[config.mk]
export PLATFORM = sky130hd
export DESIGN_NAME = bf16_vec_loader_44
export DESIGN_NICKNAME = d
export VERILOG_FILES = /design/src/rtl/bf16_vec_loader_44.sv
export SDC_FILE = /design/constraint.sdc
export NUM_CORES = 1
export LEC_CHECK = 0
export ABC_AREA = 1
export CAP_MARGIN = 20
export CORE_UTILIZATION = 35
export CTS_CLUSTER_SIZE = 24
export DETAILED_ROUTE_END_ITERATION = 16
export PLACE_DENSITY_LB_ADDON = 0.15
export SLEW_MARGIN = 20
export SYNTH_ARGS = -nofsm -noshare
export SYNTH_HDL_FRONTEND = slang
export SYNTH_SLANG_ARGS = --single-unit
[constraint.sdc]
create_clock -name clk_44 -period 4.3 [get_ports clk_44]
set_clock_uncertainty 0.2 [all_clocks]
set_input_delay 0.86 -clock clk_44 [delete_from_list [all_inputs] [get_ports clk_44]]
set_output_delay 0.86 -clock clk_44 [all_outputs]
set_load 0.005 [all_outputs]
[src/rtl/bf16_vec_loader_44.sv]
// BF16 dot-product front end: collects FP32 operand pairs, rounds them to
// BF16 (round-to-nearest-even), packs them into parallel vectors, starts the
// MAC, waits for it with a watchdog, and returns its BF16 result.
module bf16_vec_loader_44 #(
  parameter int NUM_ELEMENTS   = 12,
  parameter int TIMEOUT_CYCLES = 1000
) (
  input  logic                        clk_44,
  input  logic                        rst_n_44,
  input  logic                        s_valid_44,
  output logic                        s_ready_44,
  input  logic [31:0]                 s_a_44,
  input  logic [31:0]                 s_b_44,
  output logic [16*NUM_ELEMENTS-1:0]  vec_a_44,
  output logic [16*NUM_ELEMENTS-1:0]  vec_b_44,
  output logic                        start_computation_44,
  input  logic                        computation_done_44,
  input  logic [15:0]                 result_44,
  output logic                        r_valid_44,
  input  logic                        r_ready_44,
  output logic [15:0]                 r_data_44,
  output logic                        err_timeout_44,
  output logic                        busy_44
);

  localparam int CNT_W = (NUM_ELEMENTS > 1) ? $clog2(NUM_ELEMENTS) : 1;
  localparam int WD_W  = $clog2(TIMEOUT_CYCLES + 1);

  typedef enum logic [1:0] {S_LOAD, S_START, S_WAIT, S_RESP} state_t;

  state_t            state, state_nxt;
  logic [CNT_W-1:0]  count;
  logic [WD_W-1:0]   wd;
  logic              accept;
  logic              last_elem;
  logic              wd_expired;

  // FP32 -> BF16 with RNE; NaNs become a quiet NaN, denormals flush to signed zero.
  function automatic logic [15:0] fp32_to_bf16(input logic [31:0] f);
    logic [15:0] r;
    logic        rnd;
    rnd = f[15] & ((|f[14:0]) | f[16]);
    if (f[30:23] == 8'hFF)
      r = (|f[22:0]) ? {f[31], 8'hFF, 7'h40} : f[31:16];
    else if (f[30:23] == 8'h00)
      r = {f[31], 15'h0000};
    else
      r = f[31:16] + {15'h0000, rnd};
    return r;
  endfunction

  assign accept     = s_valid_44 & s_ready_44 & (state == S_LOAD);
  assign last_elem  = (count == CNT_W'(NUM_ELEMENTS - 1));
  assign wd_expired = (wd == WD_W'(TIMEOUT_CYCLES - 1));

  // State register.
  always_ff @(posedge clk_44 or negedge rst_n_44) begin
    if (!rst_n_44) state <= S_LOAD;
    else           state <= state_nxt;
  end

  // Next-state decode plus the decoded start pulse and busy flag.
  always_comb begin
    state_nxt            = state;
    start_computation_44 = 1'b0;
    busy_44              = (state != S_LOAD);
    case (state)
      S_LOAD:  if (accept && last_elem) state_nxt = S_START;
      S_START: begin
        start_computation_44 = 1'b1;
        state_nxt            = S_WAIT;
      end
      S_WAIT:  if (computation_done_44 || wd_expired) state_nxt = S_RESP;
      S_RESP:  if (r_ready_44) state_nxt = S_LOAD;
      default: state_nxt = S_LOAD;
    endcase
  end

  // Registered ready: low in reset, rises the cycle the FSM (re)enters LOAD.
  always_ff @(posedge clk_44 or negedge rst_n_44) begin
    if (!rst_n_44) s_ready_44 <= 1'b0;
    else           s_ready_44 <= (state_nxt == S_LOAD);
  end

  // Slot counter and operand packing; slot index follows acceptance order.
  always_ff @(posedge clk_44 or negedge rst_n_44) begin
    if (!rst_n_44) begin
      count    <= '0;
      vec_a_44 <= '0;
      vec_b_44 <= '0;
    end else if (accept) begin
      count <= last_elem ? '0 : count + CNT_W'(1);
      for (int i = 0; i < NUM_ELEMENTS; i++) begin
        if (count == CNT_W'(i)) begin
          vec_a_44[16*i +: 16] <= fp32_to_bf16(s_a_44);
          vec_b_44[16*i +: 16] <= fp32_to_bf16(s_b_44);
        end
      end
    end
  end

  // Watchdog: cleared on START, counts WAIT cycles until done or expiry.
  always_ff @(posedge clk_44 or negedge rst_n_44) begin
    if (!rst_n_44)
      wd <= '0;
    else if (state == S_START)
      wd <= '0;
    else if (state == S_WAIT && !computation_done_44 && !wd_expired)
      wd <= wd + WD_W'(1);
  end

  // Result capture (MAC value or qNaN on timeout), sticky error, response handshake.
  always_ff @(posedge clk_44 or negedge rst_n_44) begin
    if (!rst_n_44) begin
      r_valid_44     <= 1'b0;
      r_data_44      <= '0;
      err_timeout_44 <= 1'b0;
    end else begin
      case (state)
        S_WAIT: begin
          if (computation_done_44) begin
            r_data_44  <= result_44;
            r_valid_44 <= 1'b1;
          end else if (wd_expired) begin
            r_data_44      <= 16'h7FC0;
            r_valid_44     <= 1'b1;
            err_timeout_44 <= 1'b1;
          end
        end
        S_RESP:  if (r_ready_44) r_valid_44 <= 1'b0;
        default: ;
      endcase
    end
  end

endmodule

==> results of run 1 <==
## power by group
part | internal [mW] | switching (mW) | leakage, nW
sequential | 5.37 | 0.868 | 5.61
combinational | 3.07 | 2.31 | 5.33
clock | 2.39 | 1.63 | 0.750
## cells by family after synthesis
family	Yosys count	share of synthesized area
xor+xnor	8	0.004051
flops	419	0.6061
compound gates	197	0.06206
buf+inv	181	0.05533
simple gates	1142	0.2674
fa+ha+maj	7	0.005063
## worst min-delay path by stage
stage | start | end | slack, ns | depth (start not counted)
final | rst_n_44 | vec_a_44[179] | 0.12 | 1
after global routing | rst_n_44 | vec_a_44[179] | 0.16 | 1
after CTS | rst_n_44 | vec_b_44[61] | 0.12 | 1
after detailed placement | wd[9] | wd[9] | 0.24 | 1
after global placement | wd[9] | wd[9] | 0.23 | 1
after floorplan | wd[9] | wd[9] | 0.22 | 1
## registers in the layout (all words and copies together) (netlist names)
signal and count:
count 4, err_timeout_44 1, r_data_44 16, r_valid_44 1
s_ready_44 1, state 2, vec_a_44 192, vec_b_44 192
wd 10
## per-stage QoR
| stage | instance area (sq um) | power (mW) | utilization |
|---|---|---|---|
| 2_1_floorplan | 17300 | 7.876 | - |
| 3_3_place_gp | 22620 | 11.58 | 0.4631 |
| 3_5_place_dp | 22620 | 11.66 | 0.4631 |
| 4_1_cts | 24160 | 15.80 | 0.4947 |
| 5_1_grt | 24160 | 16.56 | 0.4947 |
| 6_report | 24160 | 15.63 | 0.4947 |
## per-layer routing
layer	vias to the layer above	global-route usage	share of wire	wire (um)
met1	7266	0.3211	0.43	26340
met3	115	0.06022	0.075	4635
met4	0	0.09502	0.037	2280
li1	7031	-	-	-
met2	539	0.3977	0.46	28570
met5	-	0	0	0
## placed cells by master, fill, tap and decap left out, types with 3 or more instances in the layout
cell and n:
nand2_1 903, clkdlybuf4s50_1 488, dfrtp_1 419, nor2_1 128
o21ai_0 124, nand3_1 62, inv_1 51, clkbuf_16 48
a31oi_1 30, buf_4 24, o21ai_1 22, clkbuf_1 17
inv_2 14, clkbuf_8 12, nor2_2 11, o21ai_2 10
nand4_1 8, xor2_1 7, nand3_4 7, ha_1 7
nor2_4 5, a21oi_1 5, buf_12 4, or2_2 3
nor3_1 3, nand3_2 3
## cell type report
| type | instances | share of cell area |
|---|---|---|
| multi-input combinational | 1354 | 0.2437 |
| inverter | 68 | 0.01067 |
| clock buffer | 77 | 0.05918 |
| timing repair buffer | 517 | 0.2135 |
| clock inverter | 8 | 0.004608 |
| tap | 664 | 0.03438 |
| sequential | 419 | 0.4339 |
==> flow_summary.toml, run 1 <==
[run]
drv_cap = 0

[power_and_ir_drop]
p_leak_nw = 11.70
ir_drop_uv = 389.7
powerDensity_nw_per_um2 = 647.0

[clock_network]
cts.htree.levels = 2
post_cts_buffers = 0
clk-insertion-delay-late_ns = 0.58
clkSlewWorstSetupHoldPaths_ns = 0.06
clock_path_buffers = 3
numCtsBuffers = 47
cts_tree = "done"
post_cts_resized = 0
holdBufCountCts = 0
clock_sinks = 419
ctsRootBufferMaster = "clkbuf_16"

[placement]
dp_hpwl_um = 42610
place_congestion = 0.8680
dp_cells = 3022
io_buffer_count = 489
dp_slack_ns = 0.8718

[setup_path]
r2r-start = "state[1]"
cp-startpoint = "state[1]"
worstSetupPathDepth = 2
worst-path-buf-inv = 1
max_stage_delay_ns = 0.59
cp-endpoint = "start_computation_44"
worstPathArrival_ns = 1.94
crit_required_ns = 3.24
crit_type = "reg -> out"
path_cells = "nor2_1, clkdlybuf4s50_1"
r2r_end = "vec_a_44[176]"
worst_path_max_delay_cell = "clkdlybuf4s50_1"
crit_path_end_kind = "output port"
r2r_setup_slack_ns = 1.95
critical-path-top-delay-family = "buffers and inverters"
worstRegToRegCells = 9
cp-start-kind = "register"
worst-path-max-fanout = 5

[yosys]
yosysTopAreaCell = "dfrtp_1"
yosys_warnings = 0
synth_common_cells = "904 x nand2_1, 419 x dfrtp_1, 128 x nor2_1"
async_flop_share = 1.000
ys_ff_latch = 419
synth.avg_cell_area_sq_um = 8.853
synth-main-ff-cell = "dfrtp_1"
syn_area_sq_um = 17300
yosysMostFrequentCell = "nand2_1"
seq_area_frac_synth = 0.6061
synth_nets = 2046
netlist_top_cells_area = "dfrtp_1 61%, nand2_1 20%, o21ai_0 3.6%, nor2_1 2.8%, nand3_1 1.8%"
ys_types = 35
syn_inst = 1954
synth_top_area_frac = 0.6061
synth_edf_count = 0

[routing]
finalWirelength_um = 61830
vias = 14951
drt_iter0_drc = 1185
drc = 0
first_pass_iters = 6
viasPerCell = 4.812
wire_per_inst_um = 19.90
final_antenna_net_count = 0

[layout]
stdcell_count = 3107
area_delta_synth_final_pct = 39.69
antenna_cells = 0
n_fill_cell = 4675
regArea_sq_um = 10490
nets = 2499
multi_input_area_sq_um = 5889
final_layout_size_suffix_gt1_frac = 0.06631

[grt]
antenna_found_initial = 1
grt_max_degree = 88
grt_first_pass_wirelength_um = 94050
overflow = 0
grt_usage = 0.2470
grt_pass1_vias = 14953

[floorplan]
core_sq_um = 48850
dieArea_sq_um = 50320
die_h_um = 224.3
fp-row-count = 81
start_util = 0.3541
chipWidth_um = 224.3
ios = 490

[timing]
hold_viol = 0
worst_slack_ns = 1.301
rsz0062_at_grt = "false"
worstMarginPinSlew_ns = 1.062
min_period_ns = 2.999
hold_ws_ns = 0.1152
final-setup-viol-count = 0
max_slew_margin = 0.2882
tns_ns = 0
clock.fmax_mhz = 333.4
fin_crit_sh = 0.6975
final_max_slew_viol_count = 0

[hold_path]
hold_path.class = "in -> async"

[outcome]
outcome = "complete, no violations"
Power figures use the tool's default switching activity.
==> inputs of run 2 (changes only) <==
==> constraint.sdc (replaced) <==
create_clock -name clk_44 -period 3 [get_ports clk_44]
set_clock_uncertainty 0.2 [all_clocks]
set_input_delay 0.6 -clock clk_44 [delete_from_list [all_inputs] [get_ports clk_44]]
set_output_delay 0.6 -clock clk_44 [all_outputs]
set_load 0.005 [all_outputs]
==> run 2 against run 1 <==
Net effect: setup slack got worse by 0.99 ns; first-iteration DRC count fell by 16%; hold slack improved by 0.12 ns; wire length barely moved; power rose by 42%; largest power group unchanged; global-route usage fell by 0.091 points; via count rose by 0.90%; register-to-register slack got worse by 1.1 ns; clock power rose by 36%; sequential cell count did not move; largest cell class unchanged; cell count rose by 0.97%.
==> flow_summary.toml, run 2 (synthesis gave the netlist of run 1 again) <==
[outcome]
outcome = "complete, no violations"

[timing]
min_period_ns = 2.687
fin_crit_sh = 0.8956
hold_viol = 0
final-setup-viol-count = 0
final_max_slew_viol_count = 0
clock.fmax_mhz = 372.2
tns_ns = 0
worst_slack_ns = 0.3131
max_slew_margin = 0.3881
rsz0062_at_grt = "false"
worstMarginPinSlew_ns = 0.9128

[clock_network]
clk-insertion-delay-late_ns = 0.59
clock_path_buffers = 3
clkSlewWorstSetupHoldPaths_ns = 0.06
post_cts_resized = 0
clock_sinks = 419
cts.htree.levels = 2
ctsRootBufferMaster = "clkbuf_16"
numCtsBuffers = 46
cts_tree = "done"
post_cts_buffers = 0

[layout]
stdcell_count = 3137
final_cell_mix = "903 x nand2_1, 488 x clkdlybuf4s50_1, 419 x dfrtp_1"
reg_top3 = "vec_a_44 x192, vec_b_44 x192, r_data_44 x16"
n_fill_cell = 4550
post-route-cell-area_sq_um = 24510
area_delta_synth_final_pct = 41.66
antenna_cells = 0
final_layout_size_suffix_gt1_frac = 0.07845
final_common_cell = "nand2_1"
nets = 2535

[routing]
dr_wl_met3_um = 4326
wire_per_inst_um = 19.72
drt_iter0_drc = 994
finalWirelength_um = 61860
wl_met2_um = 29080
drc = 0
vias = 15085
final_antenna_net_count = 0
dr.max_layer_used = "met4"
wl_met1_um = 26220
viasPerCell = 4.809
first_pass_iters = 5

[floorplan]
dieArea_sq_um = 50320
ios = 490
core_sq_um = 48850
fp-row-count = 81
start_util = 0.3541
die_h_um = 224.3
chipWidth_um = 224.3

[placement]
dp_cells = 3058
io_buffer_count = 489
placedInstanceArea_sq_um = 23070
place_congestion = 0.8601
dp_hpwl_um = 43820
dp_slack_ns = 0.05844

[hold_path]
hold_path.class = "reg -> reg"

[grt]
grt_first_pass_wirelength_um = 93840
overflow = 0
grt_pass1_vias = 14902
grt_usage = 0.2461
antenna_found_initial = 0
grt_max_degree = 68

[setup_path]
path_cells = "nor2_1, clkdlybuf4s50_1"
crit_type = "reg -> out"
crit_path_end_kind = "output port"
worst-path-max-fanout = 5
max_stage_delay_ns = 0.57
critical-path-top-delay-family = "buffers and inverters"
cp-start-kind = "register"
worstPathArrival_ns = 1.89
crit_required_ns = 2.20
worst-path-buf-inv = 1
worst_path_max_delay_cell = "clkdlybuf4s50_1"

[power_and_ir_drop]
p_leak_nw = 11.89
powerDensity_nw_per_um2 = 904.9
ir_drop_uv = 522.9
power.total_mw = 22.18

[run]
drv_cap = 0
## run 2: cell types whose count changed in the layout (fill, tap and decap cells not counted), sizes merged
cell / delta
buf: +36
clkbuf: -7
clkinv: +1
inv: +1
dlygate4sd3: +1
bufinv: -2
## run 2: what timing repair did
| action | CTS | global route |
|---|---|---|
| endpoints found under the setup margin | 0 | 0 |
| hold buffers | 1 | 0 |
| hold endpoints to repair | 36 | 0 |
## run 2: power breakdown
group / total (mW) / switching (mW) / internal [mW] / leakage, nW
logic: 7.75 / 3.28 / 4.47 / 5.58
registers: 8.99 / 1.29 / 7.70 / 5.61
clock network: 5.44 / 2.35 / 3.09 / 0.697
total: 22.2 / 6.92 / 15.3 / 11.9
## run 2: worst register-to-register path: stages, from the launching register on
cell     delay [ns]
dfrtp_1        0.44
inv_2          0.10
nand2_4        0.07
nor2_8         0.29
buf_4          0.23
nand3_4        0.07
inv_2          0.43
nor2_1         0.10
a31oi_1        0.17
## run 2: final timing paths
kind,cells past startpoint,slack [ns],end,from
max reg2reg,8,0.84,vec_b_44[152],state[1]
min,1,0.24,wd[9],wd[9]
min in group asynchronous,2,0.35,vec_a_44[40],rst_n_44
max,2,0.31,start_computation_44,state[1]
max in group asynchronous,4,1.33,vec_a_44[114],rst_n_44
min reg2reg,1,0.24,wd[9],wd[9]
## run 2: area by class of cell
| type | instances | area, sq um | share of cell area |
|---|---|---|---|
| inverters | 68 | 257.7 | 0.01052 |
| multi-input cells | 1354 | 5889 | 0.2403 |
| clock inverters | 8 | 86.33 | 0.003523 |
| repair buffers | 554 | 5615 | 0.2291 |
| clock buffers | 70 | 1341 | 0.05473 |
| flip-flops and latches | 419 | 10490 | 0.4279 |
| well taps | 664 | 830.8 | 0.03390 |
## run 2: per-layer routing
layer	GRT usage	vias up
met5	0	-
li1	-	7087
met2	0.4002	498
met4	0.09019	0
met1	0.3157	7379
met3	0.06375	121
## run 2: metrics by stage
step           utilization  hold WS, ns
5_1_grt             0.5017       0.2656
3_3_place_gp        0.4722       0.2269
2_1_floorplan            -       0.1044
6_report            0.5017       0.2385
4_1_cts             0.5017       0.2417
3_5_place_dp        0.4722       0.2338
==> inputs of run 3 (changes only) <==
--- a/config.mk
+++ b/config.mk
@@ -10,6 +10,7 @@
 export CORE_UTILIZATION = 35
 export CTS_CLUSTER_SIZE = 24
 export DETAILED_ROUTE_END_ITERATION = 16
+export DONT_BUFFER_PORTS = 1
 export PLACE_DENSITY_LB_ADDON = 0.15
 export SLEW_MARGIN = 20
 export SYNTH_ARGS = -nofsm -noshare
==> run 3 against run 2 <==
Net effect: the run now ends with hold timing, slew limit left; power fell by 17%; first-iteration DRC count fell by 3.8%; maximum frequency rose by 22%; sequential cell count did not move; hold slack got worse by 0.70 ns; critical path depth rose by 8; non-clock buffer count fell by 506; clock power rose by 4.6%; sequential share of layout area rose by 11 points; largest cell class unchanged; largest power group unchanged; highest routed layer unchanged.
==> flow_summary.toml, run 3 (synthesis gave the netlist of run 1 again) <==
[timing]
rsz0062_at_grt = "false"
final_max_slew_viol_count = 161
max_slew_margin = -0.1833
clock.fmax_mhz = 453.3
worstMarginPinSlew_ns = 1.775
hold_viol = 419
fin_crit_sh = 0.7354
final-setup-viol-count = 0
hold_ws_ns = -0.4648
min_period_ns = 2.206
tns_ns = 0

[power_and_ir_drop]
ir_drop_uv = 407.3
p_seq_frac = 0.540
p_sw_frac = 0.3381
clock_power_share = 0.310
power.total_mw = 18.33
powerDensity_nw_per_um2 = 944.3
pwr-share-comb = 0.150
p_leak_nw = 9.999
switching_power_mw = 6.197
power.internal_mw = 12.13

[clock_network]
clkSlewWorstSetupHoldPaths_ns = 0.06
cts.htree.levels = 2
ctsRootBufferMaster = "clkbuf_16"
post_cts_resized = 0
clk-insertion-delay-late_ns = 0.58
numCtsBuffers = 48
holdBufCountCts = 17
post_cts_buffers = 0
clock_path_buffers = 3
clock_sinks = 419
cts_tree = "done"

[setup_path]
worstRegToRegCells = 10
worstSetupPathDepth = 10
worst-path-buf-inv = 4
crit_type = "reg -> reg"
critical-path-top-delay-family = "simple AND/OR/NAND/NOR gates"
worst_path_max_delay_cell = "dfrtp_1"
worstPathArrival_ns = 2.52
cp-start-kind = "register"
path_cells = "inv_2, nand2_4, nor2_8, inv_4, nor2_4, nand2_2, inv_1, buf_12, nand3_1, nand2_1"
crit_required_ns = 3.31
crit_path_end_kind = "register"
max_stage_delay_ns = 0.43
worst-path-max-fanout = 13

[layout]
final_cell_mix = "903 x nand2_1, 419 x dfrtp_1, 128 x nor2_1"
n_fill_cell = 4988
final_layout_size_suffix_gt1_frac = 0.08418
final_common_cell = "nand2_1"
area_delta_synth_final_pct = 12.22
nets = 2031
antenna_cells = 0
reg_top3 = "vec_a_44 x192, vec_b_44 x192, r_data_44 x16"
post-route-cell-area_sq_um = 19410

[floorplan]
ios = 490
start_util = 0.3541
core_sq_um = 48850
die_h_um = 224.3
fp-row-count = 81
dieArea_sq_um = 50320
chipWidth_um = 224.3

[placement]
io_buffer_count = 0
place_congestion = 0.8244
dp_hpwl_um = 39080
placedInstanceArea_sq_um = 17730

[routing]
wire_per_inst_um = 22.15
final_antenna_net_count = 0
drc = 0
vias = 12977
first_pass_iters = 5
finalWirelength_um = 58400
drt_iter0_drc = 956
viasPerCell = 4.923

[grt]
grt_usage = 0.2302
grt_pass1_vias = 12724
gr-usage-met1 = 0.2852
grt_max_degree = 420
grt_first_pass_wirelength_um = 86180
grt_util_met3 = 0.07943
antenna_found_initial = 0
overflow = 0
met2_usage = 0.3752
grt_busiest_layer = "met2"

[outcome]
violations = "hold timing, slew limit"
outcome = "finished, violations left"

[hold_path]
hold_path.class = "in -> async"

[run]
drv_cap = 0
==> run 3: changes by cell type in the layout (fill, tap and decap cells not counted), sizes merged <==
| cell | before | now |
|---|---|---|
| clkdlybuf4s50 | 488 | 0 |
| buf | 65 | 31 |
| dlygate4sd3 | 1 | 17 |
| bufinv | 0 | 2 |
| clkinv | 7 | 9 |
| clkinvlp | 1 | 3 |
| inv | 68 | 67 |
==> run 3: metrics by stage <==
stage / utilization / worst slack [ns] / instances
finish: 0.3974 / 0.7939 / 2636
global route: 0.3974 / 0.6145 / 2636
CTS: 0.3974 / 0.7339 / 2636
detailed placement: 0.3629 / 0.4058 / 2536
global placement: 0.3628 / 0.4558 / 2536
floorplan: - / 0.8887 / 1954
==> run 3: area by class of cell <==
type,count,area [sq um],area share
sequential,419,10490,0.5401
multi-input combinational,1354,5896,0.3037
clock buffer,70,1374,0.07077
tap,664,830.8,0.04280
timing repair buffer,48,427.9,0.02204
inverter,68,257.7,0.01328
clock inverter,13,141.4,0.007283
==> run 3: worst paths after layout <==
path / end / slack [ns] / startpoint
min in group clk_44: state[0] / 0.09 / r_ready_44
worst max-delay path: vec_a_44[176] / 0.79 / state[1]
worst min register to register: wd[9] / 0.24 / wd[9]
max in group asynchronous: r_data_44[6] / 1.66 / rst_n_44
worst max register to register: vec_a_44[176] / 0.79 / state[1]
worst min-delay path: vec_a_44[147] / -0.46 / rst_n_44
==> run 3: power groups by stage <==
stage,logic [mW],registers [mW],clock network (mW)
global route,3.28,10.1,6.06
finish,2.75,9.89,5.69
floorplan,2.29,9.00,0
global placement,2.66,9.95,0
detailed placement,2.78,9.94,0
CTS,2.80,9.88,5.86
==> run 3: routing by layer <==
layer	vias up	wire length (um)
li1	6078	-
met1	6350	23840
met2	451	27450
met3	98	5402
met4	0	1704
met5	-	0
